`src/rtl/seg_page_sched_pkg.sv`:
```
// Shared types for the seven-segment page scheduler and display driver:
// BCD page type, commit FSM states and the segment decode table.
package seg_pkg;

  localparam int NREQ_MAX = 8;

  typedef logic [7:0][3:0] bcd8_t;

  typedef enum logic [0:0] {IDLE = 1'b0, PEND = 1'b1} commit_st_t;

  // Active-high segments {g,f,e,d,c,b,a}; non-decimal codes blank the digit.
  function automatic logic [6:0] seg_decode(input logic [3:0] digit);
    logic [6:0] seg;
    case (digit)
      4'd0:    seg = 7'h3F;
      4'd1:    seg = 7'h06;
      4'd2:    seg = 7'h5B;
      4'd3:    seg = 7'h4F;
      4'd4:    seg = 7'h66;
      4'd5:    seg = 7'h6D;
      4'd6:    seg = 7'h7D;
      4'd7:    seg = 7'h07;
      4'd8:    seg = 7'h7F;
      4'd9:    seg = 7'h6F;
      default: seg = 7'h00;
    endcase
    return seg;
  endfunction

endpackage

```
`src/rtl/seg_page_sched_key_debounce.sv`:
```
// Key conditioner: 2-flop synchronizer, stability counter and a one-cycle
// press pulse on the debounced 0->1 transition.
module key_debounce #(
  parameter int DEB_CYC = 16
) (
  input  logic clk,
  input  logic rst_n,
  input  logic key_raw,
  output logic key_press
);

  localparam int CW = $clog2(DEB_CYC + 1);

  logic [1:0]    r_sync;
  logic          r_state;
  logic          r_press;
  logic [CW-1:0] r_cnt;

  // The flip lands one edge after DEB_CYC differing samples have been counted.
  always_ff @(posedge clk or negedge rst_n) begin
    if (!rst_n) begin
      r_sync  <= 2'b00;
      r_state <= 1'b0;
      r_press <= 1'b0;
      r_cnt   <= '0;
    end else begin
      r_sync  <= {r_sync[0], key_raw};
      r_press <= 1'b0;
      if (r_sync[1] == r_state) begin
        r_cnt <= '0;
      end else if (r_cnt == CW'(DEB_CYC)) begin
        r_state <= ~r_state;
        r_press <= ~r_state;
        r_cnt   <= '0;
      end else begin
        r_cnt <= r_cnt + 1'b1;
      end
    end
  end

  assign key_press = r_press;

endmodule

```
`src/rtl/seg_page_sched.sv`:
```
// Page scheduler: per-producer shadows, key-driven page select/freeze and a
// frame-aligned commit to the shift-out engine. Auto-rotate: SEG_AUTOROT_EN.
module seg_page_sched
  import seg_pkg::*;
#(
  parameter int NREQ    = 4,
  parameter int DEB_CYC = 16,
  parameter int ROT_CYC = 50_000_000
) (
  input  logic                     clk,
  input  logic                     rst_n,
  input  logic                     key0,
  input  logic                     key1,
  input  logic [NREQ-1:0]          req_valid,
  input  logic [NREQ*32-1:0]       req_data,
  output logic [NREQ-1:0]          req_ready,
  input  logic                     frame_sync,
  output logic [31:0]              dis_data,
  output logic                     dis_upd,
  output logic [$clog2(NREQ)-1:0]  page,
  output logic                     frozen,
  output logic [1:0]               led
);

  localparam int         PW     = $clog2(NREQ);
  localparam logic [0:0] S_IDLE = IDLE;
  localparam logic [0:0] S_PEND = PEND;

  logic            w_key0_press;
  logic            w_key1_press;
  logic            w_advance;
  logic            w_commit;
  logic [NREQ-1:0] w_xfer;

  bcd8_t           r_shadow [NREQ];
  logic            r_fresh  [NREQ];
  logic [PW-1:0]   r_page;
  logic            r_dirty;
  logic            r_frozen;
  logic [0:0]      r_state;
  bcd8_t           r_dis_data;
  logic            r_dis_upd;

  key_debounce #(.DEB_CYC(DEB_CYC)) u_key0 (
    .clk       (clk),
    .rst_n     (rst_n),
    .key_raw   (key0),
    .key_press (w_key0_press)
  );

  key_debounce #(.DEB_CYC(DEB_CYC)) u_key1 (
    .clk       (clk),
    .rst_n     (rst_n),
    .key_raw   (key1),
    .key_press (w_key1_press)
  );

  assign req_ready = {NREQ{~r_frozen}};
  assign w_commit  = (r_state == S_PEND) && frame_sync;

  for (genvar gi = 0; gi < NREQ; gi++) begin : g_req
    assign w_xfer[gi] = req_valid[gi] & req_ready[gi];

    // A same-cycle transfer keeps fresh set so the newer value commits next frame.
    always_ff @(posedge clk or negedge rst_n) begin
      if (!rst_n) begin
        r_shadow[gi] <= '0;
        r_fresh[gi]  <= 1'b0;
      end else begin
        if (w_xfer[gi]) begin
          r_shadow[gi] <= req_data[gi*32 +: 32];
          r_fresh[gi]  <= 1'b1;
        end else if (w_commit && (r_page == PW'(gi))) begin
          r_fresh[gi]  <= 1'b0;
        end
      end
    end
  end

`ifdef SEG_AUTOROT_EN
  localparam int RW = $clog2(ROT_CYC);

  logic [RW-1:0] r_rot_cnt;
  logic          w_rot_tick;

  assign w_rot_tick = !r_frozen && (r_rot_cnt == RW'(ROT_CYC - 1));
  assign w_advance  = w_key0_press | w_rot_tick;

  // Freezing holds the count so rotation resumes where it left off.
  always_ff @(posedge clk or negedge rst_n) begin
    if (!rst_n) begin
      r_rot_cnt <= '0;
    end else if (w_key0_press || w_rot_tick) begin
      r_rot_cnt <= '0;
    end else if (!r_frozen) begin
      r_rot_cnt <= r_rot_cnt + 1'b1;
    end
  end
`else
  assign w_advance = w_key0_press;
`endif

  always_ff @(posedge clk or negedge rst_n) begin
    if (!rst_n) begin
      r_page   <= '0;
      r_dirty  <= 1'b0;
      r_frozen <= 1'b0;
    end else begin
      if (w_advance) begin
        r_page  <= r_page + 1'b1;
        r_dirty <= 1'b1;
      end else if (w_commit) begin
        r_dirty <= 1'b0;
      end
      if (w_key1_press) begin
        r_frozen <= ~r_frozen;
      end
    end
  end

  // Commit samples the page current at frame_sync, so late page changes win.
  always_ff @(posedge clk or negedge rst_n) begin
    if (!rst_n) begin
      r_state    <= S_IDLE;
      r_dis_data <= '0;
      r_dis_upd  <= 1'b0;
    end else begin
      r_dis_upd <= w_commit;
      case (r_state)
        S_IDLE: begin
          if (r_fresh[r_page] || r_dirty) begin
            r_state <= S_PEND;
          end
        end
        default: begin
          if (frame_sync) begin
            r_dis_data <= r_shadow[r_page];
            r_state    <= S_IDLE;
          end
        end
      endcase
    end
  end

  assign dis_data = r_dis_data;
  assign dis_upd  = r_dis_upd;
  assign page     = r_page;
  assign frozen   = r_frozen;

  if (PW == 1) begin : g_led_narrow
    assign led = {1'b0, r_page};
  end else begin : g_led_wide
    assign led = r_page[1:0];
  end

endmodule

```
`config.mk`:
```
export PLATFORM = sky130hd
export DESIGN_NAME = seg_page_sched
export DESIGN_NICKNAME = d
export VERILOG_FILES = /design/src/rtl/seg_page_sched_pkg.sv /design/src/rtl/seg_page_sched_key_debounce.sv /design/src/rtl/seg_page_sched.sv
export SDC_FILE = /design/constraint.sdc
export NUM_CORES = 1
export LEC_CHECK = 0
export CAP_MARGIN = 20
export CORE_MARGIN = 5
export CORE_UTILIZATION = 28
export DETAILED_ROUTE_END_ITERATION = 6
export DONT_BUFFER_PORTS = 1
export PLACE_DENSITY_LB_ADDON = 0.15
export REMOVE_ABC_BUFFERS = 1
export SLEW_MARGIN = 40
export SYNTH_ARGS = -nofsm -noshare
export SYNTH_HDL_FRONTEND = slang
export SYNTH_HIERARCHICAL = 1
export SYNTH_SLANG_ARGS = --single-unit
```
`constraint.sdc`:
```
create_clock -name clk -period 4.6 [get_ports clk]
set_input_delay 0.46 -clock clk [delete_from_list [all_inputs] [get_ports clk]]
set_output_delay 0.46 -clock clk [all_outputs]
set_load 0.02 [all_outputs]
```
# Yosys cells after proc, flatten, opt, wreduce, memory -nomap -nowiden
# Cells that the tools add are included.
[word_totals]
register_bits = 188
inputBits = 137
out_inout_bits = 42
word_cells = 120
[classes]
n_addsub = 3
order_cmp = 1
eq_ne = 7
mux = 27
n_bitwise = 10
reduce_logical = 15
[op_table]
columns = ["op", "count"]
rows = [
  ["32-bit binary-select mux with 2-bit select", 1],
  ["32-bit 2-to-1 mux", 2],
  ["5-bit 2-to-1 mux", 4],
  ["1-bit 2-to-1 mux", 19],
  ["5-bit by 1-bit adder with 5-bit output, second input constant", 2],
  ["5-bit == test, second input constant", 2],
  ["2-bit nonzero test", 5],
  ["2-bit AND reduction", 3],
  ["1-bit logical AND", 5],
  ["1-bit NOT", 5],
  ["1-bit AND", 4],
  ["2-bit == test, second input constant", 2],
  ["3-bit >= comparator, second input constant", 1],
  ["2-bit NOT with 3-bit output", 1],
  ["2-bit by 1-bit adder with 2-bit output, second input constant", 1],
  ["1-bit binary-select mux with 2-bit select", 1],
  ["1-bit == test", 2],
  ["2-bit by 1-bit == test with 1-bit output, second input constant", 1],
  ["2-bit zero test", 1],
  ["1-bit logical OR", 1],
]

# Depth between registers and ports, before layout
# Gate-level depths: netlist of run 1.
[logic_depth]
depth_word = 7
depth_mapped = 6
ltp_nobuf = 5

# Hierarchy
# Netlist of run 1, hierarchy kept.
[modules_own_cells]
columns = ["module", "n_inst", "cells_per_inst", "area_each_um2", "seq_area_each_um2"]
rows = [
  ["seg_page_sched", 1, 422, 7324.5, 4254.1],
  ["key_debounce (u_key1)", 1, 28, 380.4, 225.2],
  ["key_debounce (u_key0)", 1, 28, 377.9, 225.2],
]

# Least setup slack after synthesis of run 1
# OpenSTA, ideal clock, no wires.
[synth_path]
path_type = "register -> register"
from = "register r_page[1], in the netlist led[1]"
to = "register r_dis_data (netlist bit dis_data[12])"
setup_time_ns = 0.125
t_arrival_ns = 1.623
required_time_ns = 4.475
slack_ns = 2.852
path_stages_with_launch = 5
path_buffers = 2
synth_period_minus_slack_ns = 1.748
path_cell_list = "dfrtp_1 -> buf_2 -> clkbuf_1 -> mux4_2 -> mux2_4"
[synth_via]
elab_chain_len = 4
[synth_lines]
columns = ["item", "line_no", "text"]
rows = [
  ["start, declared", "seg_page_sched.sv:37", "logic [PW-1:0] r_page;"],
  ["start signal, assigned", "seg_page_sched.sv:110", "r_page <= r_page + 1'b1;"],
  ["2-bit NOT with 3-bit output (implied by the code)", "seg_page_sched.sv:137", "r_dis_data <= r_shadow[r_page];"],
  ["32-bit binary-select mux with 2-bit select", "seg_page_sched.sv:137", ""],
  ["32-bit 2-to-1 mux (implied by the code) (2 in a row)", "seg_page_sched.sv:137", ""],
  ["end signal, assigned", "seg_page_sched.sv:137", ""],
  ["end, declared", "seg_page_sched.sv:41", "bcd8_t r_dis_data;"],
]
# No other way between the ends. The select of a mux whose other input is x is not followed.
# A chain may end at the register's enable or synchronous reset.

# Worst setup path after layout of run 1
[layout_path]
from = "register r_page[1], in the netlist led[1]"
to = "output page[1]"
[layout_lines]
columns = ["item", "line_no", "text"]
rows = [
  ["end, declared", "seg_page_sched.sv:20", "output logic [$clog2(NREQ)-1:0] page,"],
]
# No word-level cell between the ends.

==> results of run 1 <==
[power by group]
group          switching (uW)  total, uW  internal, uW
registers                 217       2060          1840
logic                     112        357           246
clock network             706       1450           746
[cells in the final DEF (no fill, tap or decap), types with 2 or more instances in the layout]
cell type  synthesis  final
dfrtp_1          188    186
mux2_2           132    132
mux2_4            30     30
mux4_2            28     28
clkbuf_16          0     17
nand3_1            8      8
ha_1               8      8
inv_1              7      7
xor2_1             7      7
nor2_1             7      7
buf_4              5      6
mux4_1             5      5
a21o_1             5      5
nand2_1            4      4
nor2b_4            0      4
clkinv_4           0      4
diode_2            0      3
inv_6              0      3
inv_8              0      3
xnor2_1            3      3
and2_1             3      3
clkbuf_8           0      2
nand4bb_4          2      2
nor3b_1            2      2
[through the flow]
| stage | hold WS (ns) | worst slack, ns | util, % | power, uW | std cells |
|---|---|---|---|---|---|
| floorplan | 0.164 | 1.83 | - | 2360 | 446 |
| global placement | 0.170 | 2.37 | 29.4 | 2450 | 836 |
| detailed placement | 0.170 | 2.32 | 29.5 | 2460 | 837 |
| CTS | -0.308 | 2.29 | 31.5 | 3950 | 869 |
| global route | -0.320 | 2.23 | 31.5 | 4060 | 870 |
| finish | -0.287 | 2.36 | 31.6 | 3870 | 872 |
[per-layer routing]
metal  GRT usage [%]  up-vias  part of all wire (%)
met5               0        -                  0.30
li1                -     1721                     -
met3            4.59       21                   7.7
met2            19.7      145                    47
met1            16.0     2151                    44
met4            2.93        8                   1.1
[final cells by class]
| type | instances | area, sq um |
|---|---|---|
| diodes | 3 | 7.51 |
| clock buffers | 19 | 453 |
| clock inverters | 13 | 124 |
| fillers | 2778 | 19600 |
| inverters | 8 | 30.0 |
| multi-input cells | 250 | 3160 |
| flip-flops and latches | 188 | 4710 |
| well taps | 384 | 480 |
| repair buffers | 7 | 65.1 |
[cell families after synthesis]
| logic type | after synthesis | share of synthesized area [%] |
|---|---|---|
| muxes | 195 | 33.4 |
| DFF | 188 | 58.2 |
| buffers and inverters | 40 | 3.03 |
| and+or+nand+nor | 30 | 2.41 |
| xor gates and xnor gates | 10 | 1.08 |
| adders and majority gates | 8 | 1.24 |
| AOI/OAI and AO/OA | 7 | 0.635 |
[registers in the layout, indices dropped and copies added (netlist names), 2 cells and up]
name,flops
r_shadow,128
dis_data,32
u_key0/r_cnt,5
u_key1/r_cnt,5
r_fresh,4
led,2
u_key0/r_sync,2
u_key1/r_sync,2
[final timing paths]
| path | from | end | slack, ns | depth (start not counted) |
|---|---|---|---|---|
| min in group clk | key0 | u_key0/r_sync[0] | 0.06 | 0 |
| hold reg to reg | u_key0/r_sync[0] | u_key0/r_sync[1] | 0.36 | 0 |
| setup / recovery | led[1] | page[1] | 2.36 | 1 |
| max in group asynchronous | rst_n | dis_data[27] | 4.64 | 0 |
| setup reg to reg | frozen | r_shadow[6] | 2.38 | 3 |
| hold / removal | rst_n | dis_data[24] | -0.29 | 0 |
[what timing repair did]
action	in CTS	in global routing
endpoints found under the setup margin	0	0
setup buffers	0	0
endpoints found under the hold margin	188	188
==> results_dict.tcl, run 1 <==
set metrics [dict create \
    dp_hpwl_mm 13.0 \
    viasPerCell 4.64 \
    routed_wl_mm 19.6 \
    fin_worst_skew_ns 0.0130 \
    clock_latency_ns 0.43 \
    initial_utilization_pct 28.2 \
    areaGrowthSynthToFinish_pct 11.7 \
    rsz0062_at_grt "false" \
    drive_above_1_share_pct 49.1 \
    hold_viol 188 \
    path_buf_inv 1 \
    drt_pass1_iterations 6 \
    relSlewSlack_pct 49.5 \
    vias 4046 \
    worstPathArrival_ns 1.78 \
    antenna_found_initial 5 \
    fin_nets 617 \
    endpoint_kind "output port" \
    async_flop_share_pct 100 \
    ys_top_cells_by_count "dfrtp_1, mux2_2, mux2_4" \
    finalSetupTns_ns 0 \
    avgRoutedWirePerCell_microns 22.4 \
    yosys.cell_types.count 25 \
    worstPathCellList "buf_4" \
    yosysTopAreaCell "dfrtp_1" \
    synth_seq_area_share_pct 58.2 \
    avgSynthCellArea_sq_um 16.9 \
    cts_tree "done" \
    core_area_sq_mm 0.0286 \
    drv_slew 0 \
    grt.total_usage_pct 12.3 \
    synth_ff_type "dfrtp_1" \
    drc 0 \
    synth.most_common_cell "dfrtp_1" \
    leakage_uw 0.00370 \
    die_x_microns 180 \
    finish.instance_area_sq_mm 0.00903 \
    cap_viol_max_count 0 \
    violations "hold timing" \
    hold_path_class "in -> async" \
    ys_top_cells_by_area "dfrtp_1, mux2_2, mux4_2, mux2_4, mux4_1" \
    detail_route.iter0.violations 211 \
    num_rows 62 \
    cp.required_ns 4.14 \
    vdd_drop_max_mv 0.213 \
    clk_pin_slew_ns 0.08 \
    worst-setup-path-type "reg -> out" \
    setup_viol_count_final 0 \
    die_y_microns 180 \
    fin_crit_ns 2.24 \
    overflow 0 \
    syn_inst 478 \
    globalplace.congestion 0.732 \
    start_kind "flop" \
    io_pins 179 \
    fmax_mhz 446 \
    place_area_sq_mm 0.00845 \
    synth.top_cell.area_share_pct 58.2 \
    cts_made_buffers 17 \
    tightest_slew_ns 0.757 \
    clockBufferDepth 2 \
    grt_pass1_wl_mm 30.4 \
    grt_pass1_vias 4599 \
    synth_area_sq_mm 0.00808 \
    post-route-period-util_pct 48.8 \
    ant_nets 0 \
    status "finished with violations" \
    cp_slowest_cell "dfrtp_2" \
    path_max_fanout 25 \
    synth_edf_count 0 \
    worst_path_dominant_cell_family "flip-flops" \
    ctsResizeCount 0 \
    cts_num_sinks 188 \
    p_per_area_mw_per_mm2 428 \
    grt_max_degree 189 \
    max_stage_delay_ns 0.86 \
    ys_ff_latch 188 \
    cts_max_level 4 \
    yosys_warnings 6 \
    clock-root-buffer "clkbuf_16" \
    die_area_sq_mm 0.0324 \
    numPortBuffers 0 \
    finalHoldWorstSlack_ns -0.287 \
]
(Power assumes the default switching activity.)
==> run 2, diff against run 1 <==
--- a/config.mk
+++ b/config.mk
@@ -5,6 +5,7 @@
 export SDC_FILE = /design/constraint.sdc
 export NUM_CORES = 1
 export LEC_CHECK = 0
+export ABC_AREA = 1
 export CAP_MARGIN = 20
 export CORE_MARGIN = 5
 export CORE_UTILIZATION = 28
==> constraint.sdc (replaced) <==
create_clock -name clk -period 2.3 [get_ports clk]
set_input_delay 0.23 -clock clk [delete_from_list [all_inputs] [get_ports clk]]
set_output_delay 0.23 -clock clk [all_outputs]
set_load 0.02 [all_outputs]
==> results_dict.tcl, run 2 <==
set metrics [dict create \
    finalHoldWorstSlack_ns -0.513 \
    die_x_microns 186 \
    placed_cells 1389 \
    fmax_mhz 628 \
    cp_slowest_cell "dfrtp_1" \
    nFillCells 3259 \
    setup_viol_count_final 0 \
    relSlewSlack_pct 57.7 \
    ctsResizeCount 0 \
    clk_pin_slew_ns 0.08 \
    cts_num_sinks 188 \
    grt_max_degree 189 \
    vias 6642 \
    leakage_uw 0.00544 \
    numPortBuffers 0 \
    worst-setup-path-type "reg -> out" \
    yosys.cell_types.count 24 \
    status "finished with violations" \
    async_flop_share_pct 100 \
    violations "hold timing" \
    layout_commonest_cell "nand2_1" \
    grt.total_usage_pct 14.2 \
    io_pins 179 \
    viasPerCell 4.28 \
    grt_pass1_wl_mm 39.6 \
    die_area_sq_mm 0.0347 \
    yosysTopAreaCell "dfrtp_1" \
    ys_top_cells_by_area "dfrtp_1, nand2_1, nor2_1, a21oi_1, inv_1" \
    core_area_sq_mm 0.0307 \
    fin_crit_ns 1.59 \
    synth_ff_type "dfrtp_1" \
    synth_area_sq_mm 0.00871 \
    fin_worst_skew_ns 0.00965 \
    worstPathArrival_ns 1.36 \
    vdd_drop_max_mv 0.438 \
    avgSynthCellArea_sq_um 8.42 \
    routed_wl_mm 23.8 \
    ant_nets 0 \
    syn_inst 1035 \
    p_per_area_mw_per_mm2 725 \
    path_max_fanout 5 \
    drc 0 \
    regMostFlops "r_shadow" \
    utilization_pct 35.4 \
    yosys_warnings 6 \
    final_cell_mix "nand2_1, dfrtp_1, nor2_1" \
    cts_tree "done" \
    ys_top_cells_by_count "nand2_1, dfrtp_1, nor2_1" \
    overflow 0 \
    cp.required_ns 2.07 \
    synth_seq_area_share_pct 54.0 \
    endpoint_kind "output port" \
    p_total_uw 7860 \
    cts_max_level 4 \
    antenna_found_initial 1 \
    clock-root-buffer "clkbuf_16" \
    cts_setup_buffers 0 \
    rsz0062_at_grt "false" \
    tightest_slew_ns 0.633 \
    start_kind "flop" \
    ys_ff_latch 188 \
    drt_pass1_iterations 4 \
    hold_path_class "in -> async" \
    final_cells 1552 \
    dp_hpwl_mm 14.5 \
    cts_made_buffers 17 \
    initial_utilization_pct 28.4 \
    areaGrowthSynthToFinish_pct 24.5 \
    cap_viol_max_count 0 \
    avgRoutedWirePerCell_microns 15.3 \
    worstPathCellList "inv_2 > buf_4" \
    max_stage_delay_ns 0.48 \
    clock_latency_ns 0.44 \
    grt_pass1_vias 7126 \
    synth.top_cell.area_share_pct 54.0 \
    finalSetupTns_ns 0 \
    synth_edf_count 0 \
    detail_route.iter0.violations 199 \
    clockBufferDepth 2 \
    largest_reg_flops 128 \
    drv_slew 0 \
    die_y_microns 186 \
    globalplace.congestion 0.714 \
    synth.most_common_cell "nand2_1" \
    post-route-period-util_pct 69.3 \
    hold_buffers 130 \
    num_rows 64 \
    drive_above_1_share_pct 7.36 \
    hold_viol 188 \
    fin_nets 1287 \
]
run 2: cell types whose count changed in the layout (fill, tap and decap cells not counted), moves of 6 or more:
cell           before  now
buf_12              1    7
nand2_2             0    8
mux2_4             30   23
inv_1               7  124
mux2_2            132    1
nand3_1             8   47
dlygate4sd3_1       0  130
nand2_1             4  292
a21oi_1             0  104
nor2_1              7  163
mux4_2             28    0
run 2: layout make-up:
class                           instances  area [sq um]  share of cell area [%]
Tap cell                              396           495                    4.57
Clock inverter                         11           109                    1.00
Multi-Input combinational cell        663          3090                    28.5
Sequential cell                       188          4710                    43.4
Inverter                              127           477                    4.39
Antenna cell                            1          2.50                  0.0231
Clock buffer                           21           460                    4.24
Timing Repair Buffer                  145          1500                    13.8
run 2: power breakdown:
part	internal (uW)	leakage (uW)	switching (uW)
Clock	1570	0.000278	1400
Sequential	3640	0.00218	319
Combinational	447	0.00299	489
Total	5660	0.00544	2210
run 2: worst paths after layout:
kind,from,end,slack [ns],cells past startpoint
min in group clk,req_valid[0],r_fresh[3],0.11,2
max in group asynchronous,rst_n,r_shadow[90],2.58,0
setup reg to reg,frozen,r_shadow[112],0.71,4
hold reg to reg,u_key1/r_sync[0],u_key1/r_sync[1],0.35,0
setup / recovery,frozen,req_ready[2],0.71,2
hold / removal,rst_n,r_shadow[3],-0.51,0
run 2: critical path: cells and delay by family, from the launching register on:
family / cells / cell delay [ns]
buf+inv: 2 / 0.44
flops: 1 / 0.48
run 2: layer usage:
| metal | track usage (%) | vias to the layer above | wire length, microns | part of all wire [%] |
|---|---|---|---|---|
| met1 | 19.8 | 3118 | 11700 | 49 |
| met3 | 3.34 | 17 | 1080 | 4.5 |
| li1 | - | 3365 | - | - |
| met4 | 3.81 | 0 | 276 | 1.2 |
| met2 | 22.2 | 142 | 10700 | 45 |
| met5 | 0 | - | 0 | 0 |
run 2: cells by family after synthesis:
logic type | synth area share [%]
buffers and inverters | 10.6
multiplexers | 4.09
flip-flops | 54.0
AO/OA/AOI/OAI | 6.40
adder cells (fa/ha/maj) | 1.15
XOR/XNOR | 0.402
AND/OR/NAND/NOR | 23.4
run 2: through the flow:
step / instance area, sq um / setup WS, ns
2_1_floorplan: 8270 / -1.12
3_3_place_gp: 8980 / 0.699
3_5_place_dp: 8980 / 0.692
4_1_cts: 10800 / 0.661
5_1_grt: 10800 / 0.572
6_report: 10800 / 0.707
